File: src/rtl/uart_loader.sv
// Boot loader: frames uart_rx bytes into 16-bit memory writes, checks sum, releases CPU.
// Ports: clk, rst(sync, low), rx_data/rx_ready in; mem_addr/mem_data/mem_we, cpu_run, busy, load_error out.
module uart_loader #(
  parameter int ADDR_WIDTH   = 16,
  parameter int BASE_ADDR    = 0,
  parameter int TIMEOUT_CLKS = 500000
) (
  input  logic                  clk,
  input  logic                  rst,
  input  logic [7:0]            rx_data,
  input  logic                  rx_ready,
  input  logic                  reload,
  output logic [ADDR_WIDTH-1:0] mem_addr,
  output logic [15:0]           mem_data,
  output logic                  mem_we,
  output logic                  cpu_run,
  output logic                  busy,
  output logic                  load_error
);

  localparam int TW = $clog2(TIMEOUT_CLKS + 1);
  localparam logic [TW-1:0] TMO_LAST = TW'(TIMEOUT_CLKS - 1);
  localparam logic [ADDR_WIDTH-1:0] BASE = ADDR_WIDTH'(BASE_ADDR);

  typedef enum logic [2:0] {
    S_CNT_LO,
    S_CNT_HI,
    S_DATA_LO,
    S_DATA_HI,
    S_SUM,
    S_RUN,
    S_ERR
  } state_t;

  state_t                state_q, state_d;
  logic                  rx_ready_q;
  logic [7:0]            sum_q, sum_d;
  logic [7:0]            cnt_lo_q, cnt_lo_d;
  logic [7:0]            lo_q, lo_d;
  logic [15:0]           rem_q, rem_d;
  logic [ADDR_WIDTH-1:0] idx_q, idx_d;
  logic [TW-1:0]         tmo_q, tmo_d;
  logic [ADDR_WIDTH-1:0] mem_addr_q, mem_addr_d;
  logic [15:0]           mem_data_q, mem_data_d;
  logic                  mem_we_q, mem_we_d;
  logic                  strobe;
  logic                  busy_s;

  // Rising edge of the ready level is one byte.
  assign strobe = rx_ready & ~rx_ready_q;

  assign busy_s = (state_q == S_CNT_HI) || (state_q == S_DATA_LO) ||
                  (state_q == S_DATA_HI) || (state_q == S_SUM);

  always_comb begin
    state_d    = state_q;
    sum_d      = sum_q;
    cnt_lo_d   = cnt_lo_q;
    lo_d       = lo_q;
    rem_d      = rem_q;
    idx_d      = idx_q;
    tmo_d      = tmo_q;
    mem_addr_d = mem_addr_q;
    mem_data_d = mem_data_q;
    mem_we_d   = 1'b0;

    if (reload) begin
      state_d = S_CNT_LO;
      sum_d   = '0;
      idx_d   = '0;
      tmo_d   = '0;
    end else if (strobe) begin
      tmo_d = '0;
      unique case (state_q)
        S_CNT_LO: begin
          cnt_lo_d = rx_data;
          sum_d    = sum_q + rx_data;
          state_d  = S_CNT_HI;
        end
        S_CNT_HI: begin
          rem_d   = {rx_data, cnt_lo_q};
          sum_d   = sum_q + rx_data;
          state_d = ({rx_data, cnt_lo_q} == 16'd0) ? S_SUM : S_DATA_LO;
        end
        S_DATA_LO: begin
          lo_d    = rx_data;
          sum_d   = sum_q + rx_data;
          state_d = S_DATA_HI;
        end
        S_DATA_HI: begin
          mem_we_d   = 1'b1;
          mem_data_d = {rx_data, lo_q};
          mem_addr_d = BASE + idx_q;
          idx_d      = idx_q + 1'b1;
          rem_d      = rem_q - 16'd1;
          sum_d      = sum_q + rx_data;
          state_d    = (rem_q == 16'd1) ? S_SUM : S_DATA_LO;
        end
        S_SUM: begin
          state_d = (rx_data == sum_q) ? S_RUN : S_ERR;
        end
        default: ;
      endcase
    end else if (busy_s) begin
      if (tmo_q == TMO_LAST) begin
        state_d = S_ERR;
        tmo_d   = '0;
      end else begin
        tmo_d = tmo_q + 1'b1;
      end
    end
  end

  always_ff @(posedge clk) begin
    if (!rst) begin
      state_q    <= S_CNT_LO;
      rx_ready_q <= 1'b1;
      sum_q      <= '0;
      cnt_lo_q   <= '0;
      lo_q       <= '0;
      rem_q      <= '0;
      idx_q      <= '0;
      tmo_q      <= '0;
      mem_addr_q <= BASE;
      mem_data_q <= '0;
      mem_we_q   <= 1'b0;
    end else begin
      state_q    <= state_d;
      rx_ready_q <= rx_ready;
      sum_q      <= sum_d;
      cnt_lo_q   <= cnt_lo_d;
      lo_q       <= lo_d;
      rem_q      <= rem_d;
      idx_q      <= idx_d;
      tmo_q      <= tmo_d;
      mem_addr_q <= mem_addr_d;
      mem_data_q <= mem_data_d;
      mem_we_q   <= mem_we_d;
    end
  end

  assign mem_addr   = mem_addr_q;
  assign mem_data   = mem_data_q;
  assign mem_we     = mem_we_q;
  assign cpu_run    = (state_q == S_RUN);
  assign load_error = (state_q == S_ERR);
  assign busy       = busy_s;

endmodule

File: config.mk
export PLATFORM = sky130hd
export DESIGN_NAME = uart_loader
export DESIGN_NICKNAME = d
export VERILOG_FILES = /design/src/rtl/uart_loader.sv
export SDC_FILE = /design/constraint.sdc
export NUM_CORES = 1
export LEC_CHECK = 0
export CORE_ASPECT_RATIO = 1.5
export CORE_UTILIZATION = 35
export CTS_CLUSTER_DIAMETER = 80
export DETAILED_ROUTE_END_ITERATION = 8
export PLACE_DENSITY_LB_ADDON = 0.15
export SLEW_MARGIN = 20
export SYNTH_ARGS = -nofsm -noshare
export SYNTH_HDL_FRONTEND = slang
export SYNTH_SLANG_ARGS = --single-unit
File: constraint.sdc
create_clock -name clk -period 3.67 [get_ports clk]
set_input_delay 0.5505 -clock clk [delete_from_list [all_inputs] [get_ports clk]]
set_output_delay 0.5505 -clock clk [all_outputs]
set_load 0.02 [all_outputs]
==> flow_metrics.env <==
export IMPL_status="complete, no violations"
export IMPL_hold_buffers=0
export IMPL_worst_ep_arrival_time_ps=2430
export IMPL_syn_area_mm2=0.00537
export IMPL_hp_class="input pin to flip-flop"
export IMPL_r2r_start="state_q[1]"
export IMPL_use_met3_pct=2.91
export IMPL_grt_use_met2_pct=31.8
export IMPL_finalHoldViolCount=0
export IMPL_critPathKind="flip-flop to output pin"
export IMPL_avgSynthCellArea_um2=8.21
export IMPL_worstSetupStartpointType="flip-flop"
export IMPL_grt_antenna_before_repair=0
export IMPL_seq_area_frac_synth_pct=41.8
export IMPL_n_antenna_cell=0
export IMPL_hold_path_end="rx_ready_q"
export IMPL_layout_commonest_cell="nand2_1"
export IMPL_rsz0062_at_grt="false"
export IMPL_gr_max_usage_layer="met2"
export IMPL_power_leakage_nw=2.09
export IMPL_relSlewSlack_pct=52.1
export IMPL_synth_flop_cell="dfxtp_1"
export IMPL_fillers=1567
export IMPL_pin_count=48
export IMPL_drive_gt1_share_pct=5.19
export IMPL_grt_pass1_wl_um=21900
export IMPL_power_switching_mw=0.558
export IMPL_vias_per_cell=5.09
export IMPL_combPwrFrac_pct=4.6
export IMPL_synth_area_leaders="dfxtp_1, nand2_1, a21boi_0"
export IMPL_area_growth_pct=17.7
export IMPL_syn_instance_count=654
export IMPL_cts_buffers=9
export IMPL_globalRouteTotalUtil_pct=17.7
export IMPL_wl_per_cell_um=14.9
export IMPL_die_area_mm2=0.0158
export IMPL_cts_setup_buffers=0
export IMPL_seq_power_share_pct=53.2
export IMPL_finalSetupTns_ps=0
export IMPL_place_gp_congestion=0.820
export IMPL_rr_worst_depth=5
export IMPL_slew_viol_final=0
export IMPL_vias=4537
export IMPL_r2r_slack_ps=1300
export IMPL_grt_util_met1_pct=20.8
export IMPL_routed_wl_um=13300
export IMPL_ant_nets=0
export IMPL_syn_num_nets=678
export IMPL_cts_sinks=112
export IMPL_internal_power_mw=1.74
export IMPL_pre_cts_slack_ps=808
export IMPL_grt_max_degree=66
export IMPL_setup_viol=0
export IMPL_synthArstFlopShare_pct=0
export IMPL_endpoint_kind="output pin"
export IMPL_yosys_warnings=0
export IMPL_synth_cell_type_count=58
export IMPL_grt_overflow_total=0
export IMPL_synth_edff_count=0
export IMPL_yosysTopAreaCell="dfxtp_1"
export IMPL_cts_max_level=3
export IMPL_row_count=55
export IMPL_min_period_over_period_pct=81.1
export IMPL_cts_buffer_depth=2
export IMPL_holdPathStages=2
export IMPL_cts_tree="done"
export IMPL_switching_share_pct=24.3
export IMPL_min_from="rst"
export IMPL_die_h_um=154
export IMPL_fin_crit_ps=2980
export IMPL_ir_drop_mv=0.208
export IMPL_die_w_um=103
export IMPL_root_buffer="clkbuf_16"
export IMPL_layout_common_cells="nand2_1, dfxtp_1, nor2_1"
export IMPL_fmax_mhz=336
export IMPL_port_buffers=47
export IMPL_drv_cap=0
export IMPL_worst_pin_slew_ps=717
export IMPL_synth_ff_latch_count=112
export IMPL_final_setup_worst_slack_ps=692
export IMPL_crit_required_ps=3120
export IMPL_layout_nets=712
export IMPL_final_cell_count_no_fill=892
export IMPL_hpwl_um=9410
export IMPL_r2r_end="idx_q[13]"
export IMPL_startpoint="state_q[1]"
export IMPL_yosysTopAreaCellShare_pct=41.8
export IMPL_ctsResizeCount=0
export IMPL_path_clk_slew_ps=80
export IMPL_path_max_fanout=19
export IMPL_cellPowerDensity_mw_per_mm2=365
export IMPL_drtIter0Drc=191
export IMPL_placed_cells=876
export IMPL_dr_pass1_iters=4
export IMPL_core_mm2=0.0150
export IMPL_skew_ps=7.86
export IMPL_clk_latency_ps=350
export IMPL_drc=0
export IMPL_initial_core_util_pct=35.8
export IMPL_clock_power_share_pct=42.2
export IMPL_grt_pass1_vias=4335
[through the flow]
stage	area [um^2]	util [%]	hold WS, ps	power [mW]
2_1_floorplan	5370	-	430	1.32
3_3_place_gp	6010	40.0	444	1.36
3_5_place_dp	6020	40.1	449	1.36
4_1_cts	6310	42.1	415	2.34
5_1_grt	6310	42.1	434	2.41
6_report	6310	42.1	432	2.30
[worst max-delay path, stage by stage, from the launching register on]
cell and delay [ps]:
dfxtp_1 790, inv_1 300, nor3_1 320, clkdlybuf4s50_1 660
[layer usage]
layer | wire, um | up-vias
li1 | - | 2321
met1 | 5760 | 2099
met2 | 6740 | 97
met3 | 450 | 20
met4 | 329 | 0
met5 | 0 | -
[how the worst max path moves through the flow]
| stage | cells after the start | end |
|---|---|---|
| after floorplan | 6 | sum_q[7] |
| after global placement | 7 | sum_q[7] |
| after detailed placement | 7 | sum_q[7] |
| after CTS | 3 | load_error |
| after global routing | 3 | load_error |
| final | 3 | load_error |
[cell families (layout without fill, tap and decap cells)]
| kind of cell | Yosys count | count (layout) | share of synthesized area (%) |
|---|---|---|---|
| AND/OR/NAND/NOR | 307 | 307 | 28.1 |
| AO/OA/AOI/OAI | 130 | 130 | 16.0 |
| flip-flops | 112 | 112 | 41.8 |
| buffers and inverters | 49 | 88 | 3.80 |
| XOR/XNOR | 35 | 35 | 5.71 |
| adder cells (fa/ha/maj) | 12 | 12 | 2.94 |
| multiplexers | 9 | 9 | 1.68 |
[cell type report]
type	instances	area [um^2]	area share, %
Inverter	15	56.3	0.892
Clock inverter	7	68.8	1.09
Sequential cell	112	2240	35.5
Tap cell	199	249	3.94
Timing Repair Buffer	57	548	8.68
Multi-Input combinational cell	493	2930	46.3
Clock buffer	9	225	3.57
[sequential cells by signal, indices dropped and copies added, names as in the netlist, 3 cells and up]
signal	count
tmo_q	19
mem_data	16
idx_q	16
mem_addr	16
sum_q	8
rem_q	16
lo_q	8
cnt_lo_q	8
state_q	3
[synthesized netlist by cell type (3+ instances only)]
| cell | number |
|---|---|
| xor2_1 | 8 |
| a31oi_1 | 3 |
| or4_1 | 3 |
| a21boi_1 | 4 |
| and2_1 | 7 |
| nand4_1 | 9 |
| clkbuf_1 | 27 |
| a21o_1 | 4 |
| dfxtp_1 | 112 |
| nand2b_1 | 5 |
| nor4_1 | 11 |
| nand2_1 | 127 |
| a21oi_1 | 28 |
| o21ai_0 | 23 |
| nor2_1 | 52 |
| nand3_1 | 22 |
| and3_1 | 4 |
| nor3_1 | 23 |
| ha_1 | 11 |
| buf_2 | 4 |
| inv_1 | 15 |
| mux2i_1 | 9 |
| o22ai_1 | 3 |
| o31ai_1 | 3 |
| and4_1 | 6 |
| o31a_1 | 3 |
| nand3b_1 | 4 |
| xnor2_1 | 27 |
| or3_1 | 5 |
| a21boi_0 | 42 |
| o21a_1 | 4 |
| nor2b_1 | 14 |
[power by group through the flow]
stage               combinational, mW  clock, mW  sequential (mW)
finish                          0.106      0.971             1.23
floorplan                      0.0673          0             1.25
detailed placement              0.106          0             1.25
CTS                             0.107       1.01             1.23
global placement                0.105          0             1.25
global route                    0.116       1.06             1.23
Note: power is estimated with default switching activity, not from simulation.
